**config.mk**
```make
export PLATFORM = sky130hd
export DESIGN_NAME = pifo_deq_ctrl
export DESIGN_NICKNAME = d
export VERILOG_FILES = /design/src/rtl/pifo_pkg.sv /design/src/rtl/pifo_deq_ctrl.sv
export SDC_FILE = /design/constraint.sdc
export NUM_CORES = 1
export LEC_CHECK = 0
export BUFFER_PORTS_ARGS = -buffer_cell sky130_fd_sc_hd__buf_4
export CORE_ASPECT_RATIO = 0.75
export CORE_UTILIZATION = 35
export DETAILED_ROUTE_END_ITERATION = 8
export PLACE_DENSITY = 0.86
export SKIP_CTS_REPAIR_TIMING = 1
export SLEW_MARGIN = 20
export SYNTH_ARGS = -nofsm -noshare
export SYNTH_HDL_FRONTEND = slang
export SYNTH_SLANG_ARGS = --single-unit
```
**constraint.sdc**
```tcl
create_clock -name clk -period 1.9 [get_ports clk]
set_input_delay 0.095 -clock clk [delete_from_list [all_inputs] [get_ports clk]]
set_output_delay 0.095 -clock clk [all_outputs]
set_load 0.02 [all_outputs]
```
**src/rtl/pifo_pkg.sv**
```systemverilog
// Shared definitions for the PIFO control shim: state encoding, width defaults
// and the usable-capacity derivation.
package pifo_pkg;

   localparam int DEF_L2_MAX_SIZE = 3;
   localparam int DEF_RANK_WIDTH  = 8;
   localparam int DEF_META_WIDTH  = 8;

   typedef enum logic {
      ST_STABLE = 1'b0,
      ST_WAIT   = 1'b1
   } pifo_state_e;

   // One slot is kept in reserve so the PIFO's log2-wide entry counter never wraps.
   function automatic int capacity(input int max_size);
      return max_size - 1;
   endfunction

endpackage

```
**src/rtl/pifo_deq_ctrl.sv**
```systemverilog
// Control shim around a register-based PIFO: valid/ready enqueue, settle-aware
// dequeue into a registered output stage, never inserting and removing together.
module pifo_deq_ctrl
   import pifo_pkg::*;
#(
   parameter int L2_MAX_SIZE = DEF_L2_MAX_SIZE,
   parameter int MAX_SIZE    = 2**L2_MAX_SIZE,
   parameter int RANK_WIDTH  = DEF_RANK_WIDTH,
   parameter int META_WIDTH  = DEF_META_WIDTH
)(
   input  logic                   clk,
   input  logic                   rst,
   input  logic                   s_valid,
   output logic                   s_ready,
   input  logic [RANK_WIDTH-1:0]  s_rank,
   input  logic [META_WIDTH-1:0]  s_meta,
   output logic                   pif_insert,
   output logic                   pif_remove,
   output logic [RANK_WIDTH-1:0]  pif_rank_in,
   output logic [META_WIDTH-1:0]  pif_meta_in,
   input  logic [RANK_WIDTH-1:0]  pif_rank_out,
   input  logic [META_WIDTH-1:0]  pif_meta_out,
   input  logic                   pif_valid_out,
   output logic                   m_valid,
   input  logic                   m_ready,
   output logic [RANK_WIDTH-1:0]  m_rank,
   output logic [META_WIDTH-1:0]  m_meta,
   output logic [L2_MAX_SIZE-1:0] count,
   output logic                   full,
   output logic                   empty
);

   localparam logic [L2_MAX_SIZE-1:0] CAP = L2_MAX_SIZE'(capacity(MAX_SIZE));
   localparam logic [L2_MAX_SIZE-1:0] ONE = L2_MAX_SIZE'(1);

   pifo_state_e            state_reg, state_next;
   logic [L2_MAX_SIZE-1:0] count_reg, count_next;
   logic                   m_valid_reg, m_valid_next;
   logic [RANK_WIDTH-1:0]  m_rank_reg, m_rank_next;
   logic [META_WIDTH-1:0]  m_meta_reg, m_meta_next;

   logic full_int;
   logic empty_int;
   logic pop_go;
   logic ins_go;

   // The PIFO head is only trusted after a full cycle with no operation (STABLE).
   always_comb begin
      full_int  = (count_reg == CAP);
      empty_int = (count_reg == '0);
      pop_go    = !rst && (state_reg == ST_STABLE) && !empty_int && pif_valid_out &&
                  (!m_valid_reg || m_ready);
      ins_go    = s_valid && !full_int && !pop_go && !rst;
   end

   always_comb begin
      state_next = ST_STABLE;
      if (ins_go || pop_go) begin
         state_next = ST_WAIT;
      end
   end

   always_comb begin
      count_next   = count_reg;
      m_valid_next = m_valid_reg;
      m_rank_next  = m_rank_reg;
      m_meta_next  = m_meta_reg;
      if (ins_go) begin
         count_next = count_reg + ONE;
      end else if (pop_go) begin
         count_next = count_reg - ONE;
      end
      if (pop_go) begin
         m_valid_next = 1'b1;
         m_rank_next  = pif_rank_out;
         m_meta_next  = pif_meta_out;
      end else if (m_valid_reg && m_ready) begin
         m_valid_next = 1'b0;
      end
   end

   always_ff @(posedge clk or posedge rst) begin
      if (rst) begin
         state_reg   <= ST_WAIT;
         count_reg   <= '0;
         m_valid_reg <= 1'b0;
         m_rank_reg  <= '0;
         m_meta_reg  <= '0;
      end else begin
         state_reg   <= state_next;
         count_reg   <= count_next;
         m_valid_reg <= m_valid_next;
         m_rank_reg  <= m_rank_next;
         m_meta_reg  <= m_meta_next;
      end
   end

   assign s_ready     = !full_int && !pop_go && !rst;
   assign pif_insert  = ins_go;
   assign pif_remove  = pop_go;
   assign pif_rank_in = s_rank;
   assign pif_meta_in = s_meta;
   assign m_valid     = m_valid_reg;
   assign m_rank      = m_rank_reg;
   assign m_meta      = m_meta_reg;
   assign count       = count_reg;
   assign full        = full_int;
   assign empty       = empty_int;

endmodule
```
Word-level counts from Yosys, hierarchy flattened
Cells that the tools add are included.
- add/subtract/negate cells: 2
- eq/ne operators: 1
- mux-type cells: 5
- bitwise operators: 1
- reduce and logical (&&, ||, !) cells: 20
- operators with widths (kind ; number):
    logical AND 1 bit ; 10
    two-way mux 3 bit ; 2
    logical NOT 1 bit ; 5
    nonzero test 2 bit ; 2
    adder 3 x 1 -> 3 bit, second input constant ; 1
    equality test 3 bit, second input constant ; 1
    logical NOT 3 bit ; 1
    two-way mux 1 bit ; 3
    subtractor 3 x 1 -> 3 bit, second input constant ; 1
    logical OR 1 bit ; 2
    inverter 1 bit ; 1
- bits in registers: 21
- input bits: 37
- output and inout port bits: 41
- logic and storage cells: 34

Depth between registers and ports, before layout
- depth in word-level cells: 10
- depth in mapped cells: 8

Worst setup path before layout
No wires, ideal clock.
- path type: reg-to-reg
- start: register count_reg[0], in the netlist count[0]
- end: register count_reg[2], in the netlist count[2]
- library setup time: 0.133 ns
- arrival time: 2.063 ns
- slack: -0.296 ns
- stages on the path, launching flop included: 9
- period minus slack after synthesis: 2.196 ns
- cell sequence: dfrtp_1 -> or3_4 -> nand4_4 -> buf_4 -> nand3_1 -> fa_1 -> nand3_1 -> mux2i_1 -> xor2_1
- longest elaborated chain between the ends: 9
- RTL lines (item ; RTL line ; RTL):
    from (decl) ; pifo_deq_ctrl.sv:37 ; logic [L2_MAX_SIZE-1:0] count_reg, count_next;
    from (signal assigned) ; pifo_deq_ctrl.sv:91 ; count_reg <= count_next;
    logical NOT 3 bit ; pifo_deq_ctrl.sv:50 ; empty_int = (count_reg == '0);
    logical NOT 1 bit ; pifo_deq_ctrl.sv:51 ; pop_go = !rst && (state_reg == ST_STABLE) && !empty_int && pif_valid_out &&
    logical AND 1 bit (3 in series) ; pifo_deq_ctrl.sv:51 ;
    logical NOT 1 bit ; pifo_deq_ctrl.sv:53 ; ins_go = s_valid && !full_int && !pop_go && !rst;
    logical AND 1 bit (2 in series) ; pifo_deq_ctrl.sv:53 ;
    two-way mux 3 bit / nonzero test 2 bit (equally long branches) ; -- ;
Parallel ways exist; a longest one is shown, timed or not. The select of a mux whose other input is x is not followed.
A chain may end at the register's enable or synchronous reset.

Worst setup path in the final report
- start: register count_reg[0], in the netlist count[0]
- end: register count_reg[1], in the netlist count[1]
- longest elaborated chain between the ends: 9
- RTL lines (item ; RTL line ; RTL):
    logical NOT 3 bit ; pifo_deq_ctrl.sv:50 ;
    logical NOT 1 bit ; pifo_deq_ctrl.sv:51 ;
    logical AND 1 bit (3 in series) ; pifo_deq_ctrl.sv:51 ;
    logical NOT 1 bit ; pifo_deq_ctrl.sv:53 ;
    logical AND 1 bit (2 in series) ; pifo_deq_ctrl.sv:53 ;
    two-way mux 3 bit (*) ; pifo_deq_ctrl.sv:68 ; if (ins_go) begin
    via count_next[1] ; pifo_deq_ctrl.sv:37 ;
The timed path passes the listed nets; every way through them passes the cells marked *. The select of a mux whose other input is x is not followed.

==> results.sh <==
export IMPL_status="complete, but fails checks"
export IMPL_violations="negative hold slack"
export IMPL_min_period_over_period_pct=99.22
export IMPL_fp_dieW_um=64.52
export IMPL_fin_hold_ws_ns=-0.01195
export IMPL_layout_drive_gt1_share_pct=67.26
export IMPL_startpoint="count[0]"
export IMPL_yosys_warnings=0
export IMPL_cts_buffer_depth=2
export IMPL_ys_async_sr_fraction_pct=100.0
export IMPL_synth_common_cells="dfrtp_1, buf_4, mux2_2"
export IMPL_drtIter0Drc=35
export IMPL_synth_top_area_cell="dfrtp_1"
export IMPL_h_tree_depth=1
export IMPL_path_cells="or3_4 -> nand4_4 -> nand3_4 -> fa_2 -> mux2_4"
export IMPL_postRouteAntennaNets=0
export IMPL_fin_total_pwr_mw=2.294
export IMPL_synth_nets=115
export IMPL_endpoint_kind="register"
export IMPL_fin_ws_ns=0.01489
export IMPL_worstSetupPathType="reg2reg"
export IMPL_worstMarginPinSlew_ns=0.7275
export IMPL_path_buf_inv=0
export IMPL_drc=0
export IMPL_core_area_um2=2703
export IMPL_path_depth=5
export IMPL_required_ns=2.04
export IMPL_cts_made_buffers=3
export IMPL_finalMaxSlewViolations=0
export IMPL_die_y_um=48.89
export IMPL_worst_ir_drop_vdd_mv=0.3906
export IMPL_slowest_stage="fa_2"
export IMPL_fin_cells=149
export IMPL_max_freq_ghz=0.5305
export IMPL_regToRegStartpoint="count[0]"
export IMPL_vias_per_cell=4.678
export IMPL_finalNetCount=152
export IMPL_syn_cell_area_um2=1026
export IMPL_synth_distinct_cells=22
export IMPL_clock_sinks=21
export IMPL_first_global_vias=697
export IMPL_start_util_pct=37.96
export IMPL_finalInstanceArea_um2=1380
export IMPL_clock_root_buffer="clkbuf_8"
export IMPL_synth_most_common_cell="dfrtp_1"
export IMPL_cp_arrival_ns=2.03
export IMPL_syn_avg_cell_area_um2=13.32
export IMPL_die_area_um2=3154
export IMPL_grt_max_degree=22
export IMPL_diodes=0
export IMPL_setup_tns_ns=0
export IMPL_ys_ff_latch=21
export IMPL_slew_headroom_pct=51.44
export IMPL_clock_latency_ns=0.25
export IMPL_syn_inst=77
export IMPL_placed_area_um2=1294
export IMPL_yosysSeqAreaShare_pct=51.34
export IMPL_gp_congestion=0.6822
export IMPL_synth_edf_count=0
export IMPL_hold_class="in2async"
export IMPL_powerDensity_nw_per_um2=1662
export IMPL_ios=78
export IMPL_yosysTopAreaCellShare_pct=48.78
export IMPL_avgRoutedWirePerCell_um=12.86
export IMPL_rsz0062_at_grt="yes"
export IMPL_row_count=16
export IMPL_setup_viol=0
export IMPL_dpl_cell_count=142
export IMPL_r2r_worst_path_cells=5
export IMPL_min_period_ns=1.885
export IMPL_crit_fanout=5
export IMPL_finClkSkew_ns=0.001378
export IMPL_synth_area_top_cells="dfrtp_1, buf_4, mux2_2, mux2_1, dfstp_2"
export IMPL_final_core_util_pct=51.06
export IMPL_finalWirelength_mm=1.916
export IMPL_slowest_delay_ns=0.45
export IMPL_dpl_hpwl_mm=1.514
export IMPL_cts_tree="built"
export IMPL_dr_pass1_iters=3
export IMPL_crit_family="simple AND/OR/NAND/NOR gates"
export IMPL_area_growth_syn_to_layout_pct=34.51
export IMPL_grt_ovfl_total=0
export IMPL_drv_cap=0
export IMPL_grt_pass1_wl_mm=3.105
export IMPL_hold_viol=20
export IMPL_track_usage_pct=13.22
export IMPL_start_kind="register"
export IMPL_clkTransAtPathRegs_ns=0.07
export IMPL_antenna_found_initial=0
export IMPL_dpl_worst_slack_ns=0.03389
export IMPL_leakagePower_nw=0.6907
export IMPL_numPortBuffers=45
export IMPL_synth_ff_type="dfrtp_1"
export IMPL_route_vias_total=697
cell families after synthesis:
group	after synthesis	synth area share, %
AOI/OAI and AO/OA	1	0.6101
muxes	18	20.00
and+or+nand+nor	12	8.536
adders and majority gates	1	1.951
DFF	21	51.34
buffers and inverters	22	15.85
xor gates and xnor gates	2	1.708
worst paths after layout:
| kind | end | slack [ns] |
|---|---|---|
| min in group clk | m_meta[5] | 0.05 |
| worst max register to register | count[1] | 0.01 |
| worst min register to register | m_rank[5] | 0.50 |
| max in group asynchronous | count[0] | 1.41 |
| worst max-delay path | count[1] | 0.01 |
| worst min-delay path | count[1] | -0.01 |
power breakdown:
group / leakage (nW) / switching [mW] / internal [mW]
sequential: 0.246 / 0.141 / 0.673
clock: 0.0255 / 0.134 / 0.146
combinational: 0.420 / 0.589 / 0.611
placed cells by master (no fill, tap or decap):
master    count
a31oi_1       1
and3_1        1
buf_12        1
buf_4        49
clkbuf_8      3
clkinv_2      1
dfrtp_1      18
dfrtp_2       2
dfstp_2       1
fa_2          1
inv_1         3
inv_2         1
mux2_1        5
mux2_2       11
mux2_4        1
mux2i_1       1
nand2_1       2
nand2_4       1
nand2b_1      1
nand3_1       2
nand3_4       1
nand4_4       1
nor2_1        1
nor3_2        1
or3_4         1
xor2_1        2
final cells by class:
class / count / area [µm²]
Multi-Input combinational cell: 34 / 356.6
Timing Repair Buffer: 50 / 387.9
Sequential cell: 21 / 529.3
Inverter: 4 / 15.01
Clock buffer: 3 / 41.29
Tap cell: 36 / 45.04
Clock inverter: 1 / 5.005
Fill cell: 243 / 1323
routing by layer:
| metal | part of all wire (%) | up-vias | routed length, µm | global-route usage (%) |
|---|---|---|---|---|
| li1 | - | 310 | - | - |
| met5 | 0 | - | 0 | 0 |
| met1 | 40 | 336 | 762 | 13.67 |
| met4 | 3.5 | 0 | 68 | 9.630 |
| met3 | 8.0 | 14 | 153 | 4.673 |
| met2 | 49 | 37 | 932 | 22.11 |
worst reg2reg max path, cell delays in order, from the launching register on:
cell     delay (ns)
dfrtp_2        0.44
or3_4          0.43
nand4_4        0.11
nand3_4        0.09
fa_2           0.45
mux2_4         0.26
No activity file was read; power rests on OpenSTA's default activity.
